## src/rtl/cmp_rr_sched_if.sv

```systemverilog
// Handshake and comparator-side bundle for cmp_rr_sched.
// The slave modport is the scheduler; the master modport is the clients plus the comparator.
interface cmp_rr_sched_if #(
  parameter int N_REQ = 4,
  parameter int ID_W  = 2,
  parameter int W     = 4
);
  logic [N_REQ-1:0]   req;
  logic [N_REQ*W-1:0] a_in;
  logic [N_REQ*W-1:0] b_in;
  logic [N_REQ-1:0]   ack;
  logic [W-1:0]       cmp_a;
  logic [W-1:0]       cmp_b;
  logic               cmp_c;
  logic               done;
  logic [ID_W-1:0]    done_id;
  logic               result;
  logic               busy;

  modport slave (
    input  req, a_in, b_in, cmp_c,
    output ack, cmp_a, cmp_b, done, done_id, result, busy
  );

  modport master (
    output req, a_in, b_in, cmp_c,
    input  ack, cmp_a, cmp_b, done, done_id, result, busy
  );
endinterface

```

## src/rtl/cmp_rr_sched.sv

```systemverilog
// Round-robin scheduler sharing one comparator among N_REQ requesters.
// One operation at a time: grant, drive operands, wait CMP_LAT edges, return the tagged bit.
module cmp_rr_sched #(
  parameter int N_REQ   = 4,
  parameter int ID_W    = 2,
  parameter int W       = 4,
  parameter int CMP_LAT = 2
) (
  input  logic           clk,
  input  logic           reset,
  cmp_rr_sched_if.slave  bus
);

  localparam int CNT_W = $clog2(CMP_LAT + 1);

  typedef enum logic {
    IDLE = 1'b0,
    WAIT = 1'b1
  } state_t;

  state_t           state;
  logic [ID_W-1:0]  rr_ptr;
  logic [CNT_W-1:0] cnt;

  logic             gnt_found;
  logic [ID_W-1:0]  gnt_id;
  logic [ID_W-1:0]  idx;
  logic [W-1:0]     sel_a;
  logic [W-1:0]     sel_b;

  // Search starts just after the last grant; N_REQ is a power of two so ID_W math wraps.
  always_comb begin
    gnt_found = 1'b0;
    gnt_id    = '0;
    idx       = '0;
    sel_a     = '0;
    sel_b     = '0;
    for (int unsigned k = 1; k <= N_REQ; k++) begin
      idx = rr_ptr + ID_W'(k);
      if (!gnt_found && bus.req[idx]) begin
        gnt_found = 1'b1;
        gnt_id    = idx;
      end
    end
    for (int unsigned k = 0; k < N_REQ; k++) begin
      if (gnt_id == ID_W'(k)) begin
        sel_a = bus.a_in[k*W +: W];
        sel_b = bus.b_in[k*W +: W];
      end
    end
  end

  always_ff @(posedge clk or negedge reset) begin
    if (!reset) begin
      state       <= IDLE;
      rr_ptr      <= ID_W'(N_REQ - 1);
      cnt         <= '0;
      bus.ack     <= '0;
      bus.cmp_a   <= '0;
      bus.cmp_b   <= '0;
      bus.done    <= 1'b0;
      bus.done_id <= '0;
      bus.result  <= 1'b0;
      bus.busy    <= 1'b0;
    end else begin
      bus.ack  <= '0;
      bus.done <= 1'b0;
      case (state)
        IDLE: begin
          if (gnt_found) begin
            bus.ack   <= N_REQ'(1) << gnt_id;
            bus.cmp_a <= sel_a;
            bus.cmp_b <= sel_b;
            rr_ptr    <= gnt_id;
            cnt       <= CNT_W'(CMP_LAT);
            bus.busy  <= 1'b1;
            state     <= WAIT;
          end
        end
        WAIT: begin
          cnt <= cnt - 1'b1;
          // rr_ptr still holds the id of the outstanding operation.
          if (cnt == CNT_W'(1)) begin
            bus.result  <= bus.cmp_c;
            bus.done_id <= rr_ptr;
            bus.done    <= 1'b1;
            bus.busy    <= 1'b0;
            state       <= IDLE;
          end
        end
        default: state <= IDLE;
      endcase
    end
  end

endmodule

```

## src/flat_wrapper.sv

```systemverilog
// flat-port wrapper written by rule: the top's interface ports become plain ports
module cmp_rr_sched_flat 
#(
  parameter int N_REQ   = 4,
  parameter int ID_W    = 2,
  parameter int W       = 4,
  parameter int CMP_LAT = 2
)
  (clk, reset, bus_req, bus_a_in, bus_b_in, bus_cmp_c, bus_ack, bus_cmp_a, bus_cmp_b, bus_done, bus_done_id, bus_result, bus_busy);
  cmp_rr_sched_if #(.N_REQ(N_REQ), .ID_W(ID_W), .W(W)) bus_i ();
  input  logic clk;
  input  logic reset;
  input wire logic [$bits(bus_i.req)-1:0] bus_req;
  input wire logic [$bits(bus_i.a_in)-1:0] bus_a_in;
  input wire logic [$bits(bus_i.b_in)-1:0] bus_b_in;
  input wire logic [$bits(bus_i.cmp_c)-1:0] bus_cmp_c;
  output wire logic [$bits(bus_i.ack)-1:0] bus_ack;
  output wire logic [$bits(bus_i.cmp_a)-1:0] bus_cmp_a;
  output wire logic [$bits(bus_i.cmp_b)-1:0] bus_cmp_b;
  output wire logic [$bits(bus_i.done)-1:0] bus_done;
  output wire logic [$bits(bus_i.done_id)-1:0] bus_done_id;
  output wire logic [$bits(bus_i.result)-1:0] bus_result;
  output wire logic [$bits(bus_i.busy)-1:0] bus_busy;
  assign bus_i.req = bus_req;
  assign bus_i.a_in = bus_a_in;
  assign bus_i.b_in = bus_b_in;
  assign bus_i.cmp_c = bus_cmp_c;
  assign bus_ack = bus_i.ack;
  assign bus_cmp_a = bus_i.cmp_a;
  assign bus_cmp_b = bus_i.cmp_b;
  assign bus_done = bus_i.done;
  assign bus_done_id = bus_i.done_id;
  assign bus_result = bus_i.result;
  assign bus_busy = bus_i.busy;
  cmp_rr_sched #(.N_REQ(N_REQ), .ID_W(ID_W), .W(W), .CMP_LAT(CMP_LAT)) u_core (.clk(clk), .reset(reset), .bus(bus_i));
endmodule
```

## config.mk

```make
export PLATFORM = sky130hd
export DESIGN_NAME = cmp_rr_sched_flat
export DESIGN_NICKNAME = d
export VERILOG_FILES = /design/src/rtl/cmp_rr_sched_if.sv /design/src/rtl/cmp_rr_sched.sv /design/src/flat_wrapper.sv
export SDC_FILE = /design/constraint.sdc
export NUM_CORES = 1
export LEC_CHECK = 0
export ABC_AREA = 1
export CORE_ASPECT_RATIO = 0.6
export CORE_MARGIN = 2
export CORE_UTILIZATION = 47
export CTS_CLUSTER_SIZE = 20
export DETAILED_ROUTE_END_ITERATION = 10
export HOLD_SLACK_MARGIN = 0.08
export MAX_ROUTING_LAYER = met4
export PLACE_DENSITY = 0.82
export SYNTH_ARGS = -nofsm -noshare
export SYNTH_HDL_FRONTEND = slang
export SYNTH_SLANG_ARGS = --single-unit
```

## constraint.sdc

```tcl
create_clock -name clk -period 5.04 [get_ports clk]
set_clock_uncertainty 0.05 [all_clocks]
set_input_delay 1.008 -clock clk [delete_from_list [all_inputs] [get_ports clk]]
set_output_delay 1.008 -clock clk [all_outputs]
set_load 0.02 [all_outputs]
```

======== Word-level counts from Yosys, hierarchy flattened ========
Index checks and enable logic that the tools add are counted.
word-level totals
  register bits ........................... 22
  output and inout bits ................... 17
  word-level logic and storage cells ...... 72
cells by class
  add/sub/neg operators ................... 4
  $lt $le $gt $ge ......................... 4
  equal/unequal tests ..................... 6
  shift-type cells ........................ 1
  multiplexer cells ....................... 36
  bitwise operators ....................... 1
  reduce and logical (&&, ||, !) cells .... 10
operators by type and width
  operator             number
  $mux 4               10
  $mux 1               14
  $lt 2x3->1 const B   4
  $mux 2               5
  $bmux 1 s2           4
  $reduce_and 2->1     3
  $add 2x2->2 const B  2
  $eq 2x1->1 const B   2
  $eq 2x2->1 const B   2
  $pmux 1 s2           2
  $pmux 2 s2           1
  $shl 1x2->4 const A  1
  $logic_and 1x1->1    3
  $logic_not 1->1      3
  $add 2x1->2 const B  1
  $logic_not 2->1      1
  $ne 2x1->1 const B   1
  $ne 2x2->1 const B   1
  $sub 2x1->2 const B  1
  $not 1->1            1

======== Longest topological paths before layout ========
Gate-level depths: netlist of run 1.
  depth in word-level cells ............... 18
  depth in mapped cells ................... 16

======== Worst setup path after synthesis of run 1 ========
No wires, ideal clock.
  path type ............................... input-to-reg
  start ................................... input bus_req[3]
  end ..................................... register u_core.bus.cmp_b[2]
  setup time .............................. 0.116 ns
  arrival ................................. 2.182 ns
  setup slack ............................. 2.691 ns
  stages on the path ...................... 14
  path through ............................ inv_1 > nand2_1 > nand3_1 > nand2_1 > nor2_8 > nand3_2 > nand3_1 > nand2_2 > buf_6 > buf_6 > nand3_1 > nand3_1 > nand2_1 > nand2_1
between the ends
  word-level cells in the longest chain between the ends .. 17
  elaborated cells between the ends (all ways) .. 31
  classes of those cells .................. eq/ne: 3; mux: 20; reduce/logical: 8
ends and longest elaborated chain
  element                       RTL line               text
  start: declaration            flat_wrapper.sv:13     input wire logic [$bits(bus_i.req)-1:0] bus_req;
  $bmux 1 s2                    cmp_rr_sched.sv:40     if (!gnt_found && bus.req[idx]) begin
  $mux 1 (implied by the code)  cmp_rr_sched.sv:40
  $mux 1                        cmp_rr_sched.sv:40
  $logic_not 1->1               cmp_rr_sched.sv:40
  $logic_and 1x1->1             cmp_rr_sched.sv:40
  $mux 1                        cmp_rr_sched.sv:40
  $logic_not 1->1               cmp_rr_sched.sv:40
  $logic_and 1x1->1             cmp_rr_sched.sv:40
  $mux 1                        cmp_rr_sched.sv:40
  $logic_not 1->1               cmp_rr_sched.sv:40
  $logic_and 1x1->1             cmp_rr_sched.sv:40
  $mux 2                        cmp_rr_sched.sv:40
  $logic_not 2->1               cmp_rr_sched.sv:46     if (gnt_id == ID_W'(k)) begin
  $mux 4 (4 in a row)           cmp_rr_sched.sv:46
  end signal: assignment        cmp_rr_sched.sv:73     bus.cmp_b <= sel_b;
  end: declaration              cmp_rr_sched_if.sv:22  output ack, cmp_a, cmp_b, done, done_id, result, busy
Parallel ways exist; a longest one is shown, timed or not. The select of a mux whose other input is x is not followed.
A chain may end at the register's enable or synchronous reset.

======== Worst setup path after layout of run 1 ========
  start ................................... input bus_req[0]
  end ..................................... register u_core.bus.cmp_b[0]
The elaborated chain is that of the path after synthesis.

==> results of run 1 <==
[layer usage]
| metal | part of all wire | vias to the layer above | global-route usage | routed length, um |
|---|---|---|---|---|
| met4 | 0.0044 | 0 | 0.03158 | 15 |
| li1 | - | 754 | - | - |
| met3 | 0.10 | 3 | 0.05365 | 343 |
| met5 | 0 | - | - | 0 |
| met2 | 0.40 | 64 | 0.2982 | 1359 |
| met1 | 0.50 | 622 | 0.3445 | 1694 |
[cells in the final DEF (no fill, tap or decap)]
master and n:
nand2_1 71, clkdlybuf4s50_1 55, nand3_1 31, nor2_1 23
dfrtp_1 20, inv_1 17, o21ai_0 8, nand2_2 5
inv_2 4, nor2_2 3, nor2_4 3, clkbuf_8 3
o21ai_1 2, nand4_1 2, dfstp_2 2, nand2_4 1
nor2_8 1, nand3_2 1, a21boi_0 1, a21boi_1 1
nand3b_1 1, nor3_1 1, a21oi_1 1, ha_1 1
bufinv_16 1
[power breakdown]
group / switching [uW] / internal (uW) / total, uW
logic: 609 / 350 / 959
registers: 53.2 / 262 / 315
clock network: 58.8 / 106 / 165
[stage by stage]
step                      power [uW]  cells  cell area, um2
after global placement          1261    297            1976
after CTS                       1444    301            2047
after detailed placement        1273    297            1976
after floorplan                 1078    207            1431
after global routing            1581    301            2047
final                           1439    301            2047
[registers in the layout, indices dropped and copies added (netlist names)]
register / flops
u_core.bus.ack: 4
u_core.bus.busy: 1
u_core.bus.cmp_a: 4
u_core.bus.cmp_b: 4
u_core.bus.done: 1
u_core.bus.done_id: 2
u_core.bus.result: 1
u_core.cnt: 2
u_core.rr_ptr: 2
u_core.state: 1
[logic make-up (layout without fill, tap and decap cells)]
| logic type | after synthesis | count (layout) | synth area share |
|---|---|---|---|
| AOI/OAI and AO/OA | 13 | 13 | 0.04895 |
| DFF | 22 | 22 | 0.3864 |
| buffers and inverters | 28 | 80 | 0.09615 |
| adders and majority gates | 1 | 1 | 0.008740 |
| and+or+nand+nor | 143 | 143 | 0.4598 |
[critical path: stages]
cell	delay [ps]
clkdlybuf4s50_1	500
nand2_1	60
nand2_1	110
inv_1	70
nor2_2	120
nor2_4	60
nand3_2	80
nand3_1	80
nand2_2	310
inv_1	220
nand2_1	180
nand3_1	90
nand2_1	70
nand2_1	50
[how the worst max path moves through the flow]
| stage | startpoint | to | cells after the start |
|---|---|---|---|
| floorplan | bus_req[3] | u_core.bus.cmp_b[2] | 14 |
| global placement | bus_req[3] | u_core.bus.cmp_b[0] | 14 |
| detailed placement | bus_req[0] | u_core.bus.cmp_a[3] | 14 |
| CTS | bus_req[0] | u_core.bus.cmp_a[3] | 14 |
| global route | bus_req[2] | u_core.bus.cmp_a[3] | 14 |
| finish | bus_req[0] | u_core.bus.cmp_b[0] | 14 |
[area by class of cell]
cell class	instances	area (um2)
well taps	42	52.55
fillers	246	843.3
flip-flops and latches	22	553.0
clock buffers	3	41.29
inverters	21	78.83
repair buffers	55	550.5
multi-input cells	157	740.7
clock inverters	1	30.03
==> results.toml, run 1 <==
[global_routing]
antenna_found_initial = 0
grt_max_degree = 23
grt_pass1_wl_um = 5658
grt_pass1_vias = 1234
overflow = 0
track_usage = 0.2230

[status]
status = "completed"

[place]
portBuffers = 55
dp_slack_ps = 1856
dp_hpwl_um = 2665
routabilityCongestion = 0.9142

[synthesis]
ys.flop_type = "dfrtp_1"
async_flop_share = 1.000
ys_top_cells_by_area = "dfrtp_1, nand2_1, nand3_1, nor2_1, inv_1"
synth_common_cells = "nand2_1, nand3_1, nor2_1"
ys_warn_count = 0
synth_cell_types = 25
synthCells = 207
syn_nets = 247
yosysTopAreaCell = "dfrtp_1"
synth-seq-cells = 22
yosysMostFrequentCell = "nand2_1"
synth_top_area_share = 0.3497
syn_area_um2 = 1431
synth.avg_cell_area_um2 = 6.915
seq_area_frac_synth = 0.3864
synth-edff-count = 0

[worst_setup_path]
cp-start-kind = "primary input"
crit_type = "in2reg"
regToRegEndpoint = "u_core.bus.cmp_b[0]"
path_max_fanout = 21
crit_path_end_kind = "flop"
reg2reg_depth = 12
worst_ep_required_time_ps = 5150
arrival_ps = 3040
reg2reg_from = "u_core.rr_ptr[0]"
reg2reg_slack_ps = 2520

[final_layout]
final_util = 0.7082
syn_to_final_growth_pct = 43.01
nNetsFinal = 300
diodes = 0
drive_gt1_frac = 0.09266

[sta]
finalCritPeriodShare = 0.5812
drv_slew = 0
setup_tns_ps = 0
finalCriticalPeriod_ps = 2929
rsz0062_at_grt = "no"
tightest_slew_ps = 960.2
slew_headroom = 0.3578
max_freq_mhz = 341.4
hold_violations = 0
whs_ps = 434.2
setup_violations = 0
final.setup.worst_slack_ps = 2111

[cts]
htreeDepth = 1
root_buffer = "clkbuf_8"
clock_latency_ps = 270
cts_buffer_depth = 2
cts.sinks = 22
cts_tree = "built"
clkTransAtPathRegs_ps = 80
ctsResizeCount = 0
cts.hold.buffers_added = 0
post_cts_buffers = 0
cts_made_buffers = 3

[floorplanning]
start_util = 0.4952
die_h_um = 46.75
core_um2 = 2890
chipWidth_um = 75.25
ioPinCount = 56
rows = 15
die_area_um2 = 3517

[min_path]
min_from = "u_core.bus.done_id[1]"
hold_end = "u_core.bus.done_id[1]"
hold_path_class = "reg2reg"
worstHoldPathCells = 2

[route]
post_drt_via_cell_ratio = 4.794
drt-initial-drc-count = 127
drc = 0
drt-pass1-iter-count = 4
finalWirelength_um = 3413
num_vias = 1443
wl_per_cell_um = 11.34
final_antenna_net_count = 0

[run]
drv_cap = 0

[power]
power.leakage_uw = 0.0009964
irDropWorstVdd_mv = 0.4154
p_per_area_nw_per_um2 = 703.0
Note: power is estimated with default switching activity, not from simulation.
==> run 2, diff against run 1 <==
--- a/config.mk
+++ b/config.mk
@@ -8,12 +8,12 @@
 export ABC_AREA = 1
 export CORE_ASPECT_RATIO = 0.6
 export CORE_MARGIN = 2
-export CORE_UTILIZATION = 47
+export CORE_UTILIZATION = 39
 export CTS_CLUSTER_SIZE = 20
 export DETAILED_ROUTE_END_ITERATION = 10
 export HOLD_SLACK_MARGIN = 0.08
 export MAX_ROUTING_LAYER = met4
-export PLACE_DENSITY = 0.82
+export PLACE_DENSITY = 0.73
 export SYNTH_ARGS = -nofsm -noshare
 export SYNTH_HDL_FRONTEND = slang
 export SYNTH_SLANG_ARGS = --single-unit
==> constraint.sdc (replaced) <==
create_clock -name clk -period 2.6 [get_ports clk]
set_clock_uncertainty 0.05 [all_clocks]
set_input_delay 0.52 -clock clk [delete_from_list [all_inputs] [get_ports clk]]
set_output_delay 0.52 -clock clk [all_outputs]
set_load 0.02 [all_outputs]
==> run 2 against run 1 <==
Final cell count is 3.7% higher. Worst hold slack worse by 5.6 ps. Sequential cell count stayed put. Power increased by 110%. Sequential power is 94% higher. Register-to-register slack got worse by 2300 ps. Combinational power grew 110%. Global-route usage down 1.6 points. Clock power up 94%. Cell area grew 3.3%. Via count increased by 3.4%. Worst setup slack worse by 1900 ps. Largest power group unchanged.
==> results.toml, run 2 (synthesis results as in run 1) <==
[cts]
clkTransAtPathRegs_ps = 80
cts_buffer_depth = 2
post_cts_buffers = 0
cts_made_buffers = 3
cts.sinks = 22
root_buffer = "clkbuf_8"
clock_latency_ps = 270
htreeDepth = 1
cts_tree = "built"

[final_layout]
n_fill_cell = 297
nNetsFinal = 308
layout_common_cells = "nand2_1, clkdlybuf4s50_1, nand3_1"
syn_to_final_growth_pct = 47.73
multi_input_area_um2 = 744.5
final_common_cell = "nand2_1"
diodes = 0
drive_gt1_frac = 0.1236
largestRegisters = "u_core.bus.ack x4, u_core.bus.cmp_a x4, u_core.bus.cmp_b x4"
seqCellArea_um2 = 553.0

[global_routing]
track_usage = 0.2069
grt_pass1_vias = 1405
antenna_found_initial = 0
grt_max_degree = 23
overflow = 0
grt_pass1_wl_um = 6389

[route]
final_antenna_net_count = 0
finalWirelength_um = 3725
drt-initial-drc-count = 118
num_vias = 1492
drt-pass1-iter-count = 4
drc = 0
wl_per_cell_um = 11.94
post_drt_via_cell_ratio = 4.782

[worst_setup_path]
crit_type = "reg2reg"
cp-start-kind = "flop"
path_max_fanout = 12
crit_path_end_kind = "flop"
worst_ep_required_time_ps = 2720
arrival_ps = 2490

[sta]
drv_slew = 0
setup_tns_ps = 0
hold_violations = 0
setup_violations = 0
finalCritPeriodShare = 0.9103
rsz0062_at_grt = "no"
final.setup.worst_slack_ps = 233.2
max_freq_mhz = 422.5
finalCriticalPeriod_ps = 2367
tightest_slew_ps = 372.7
slew_headroom = 0.7508

[place]
routabilityCongestion = 0.9785
portBuffers = 55
dp_hpwl_um = 3029
dp_slack_ps = 23.85

[floorplanning]
die_area_um2 = 4187
rows = 16
die_h_um = 50.93
chipWidth_um = 82.21
core_um2 = 3383
ioPinCount = 56
start_util = 0.4231

[run]
drv_cap = 0

[status]
status = "completed"

[min_path]
hold_path_class = "reg2reg"

[power]
power.leakage_uw = 0.001035
irDropWorstVdd_mv = 0.6203
p_per_area_nw_per_um2 = 1415
## run 2: changes by cell type in the layout (fill, tap and decap cells not counted)
cell     before  now
buf_4         0    8
o21ai_1       2    1
o21ai_2       0    1
## run 2: repair_timing
item | CTS | global route
gates resized for setup | 0 | 1
setup endpoints to repair | 0 | 1
hold buffers | 0 | 0
## run 2: final cells by class
cell class / instances / area share
clock buffers: 3 / 0.01953
repair buffers: 63 / 0.2888
clock inverters: 1 / 0.01420
multi-input cells: 157 / 0.3521
flip-flops and latches: 22 / 0.2615
inverters: 21 / 0.03728
well taps: 45 / 0.02663
## run 2: per-layer routing
metal  routed length (um)  track usage  share of wire
met5                    0            -              0
met4                    6      0.01667         0.0016
met3                  364      0.06184          0.098
met2                 1404       0.2809           0.38
met1                 1950       0.3117           0.52
## run 2: through the flow
step | std cells | area (um2) | hold slack, ps | power (uW) | utilization
2_1_floorplan | 207 | 1431 | 174.4 | 2089 | -
3_5_place_dp | 308 | 2039 | 419.2 | 2652 | 0.6028
6_report | 312 | 2115 | 428.6 | 2992 | 0.6250
3_3_place_gp | 308 | 2039 | 418.4 | 2626 | 0.6028
5_1_grt | 312 | 2115 | 441.7 | 3288 | 0.6250
4_1_cts | 312 | 2111 | 431.9 | 2979 | 0.6239
## run 2: final timing paths
path                                  start             endpoint  slack (ps)  cells past startpoint
min in group asynchronous             reset  u_core.bus.cmp_b[3]         560                      2
max in group asynchronous             reset     u_core.rr_ptr[0]        1670                      2
max                        u_core.rr_ptr[0]  u_core.bus.cmp_a[3]         230                     12
max reg2reg                u_core.rr_ptr[0]  u_core.bus.cmp_a[3]         230                     12
min reg2reg                    u_core.state    u_core.bus.ack[2]         430                      1
min                            u_core.state    u_core.bus.ack[2]         430                      1
## run 2: critical path, cell delays in order (launching register included)
cell	delay, ps
dfstp_2	610
inv_2	120
nand2_1	70
nand2_1	70
nand2_1	150
a21boi_0	270
nand3_1	130
nand2_2	170
inv_1	170
nand2_1	200
nand3_1	130
nand2_1	90
nand2_1	50
## run 2: where the power goes
part	internal, uW	switching [uW]
sequential	508	104
combinational	784	1280
clock	206	114
total	1500	1490
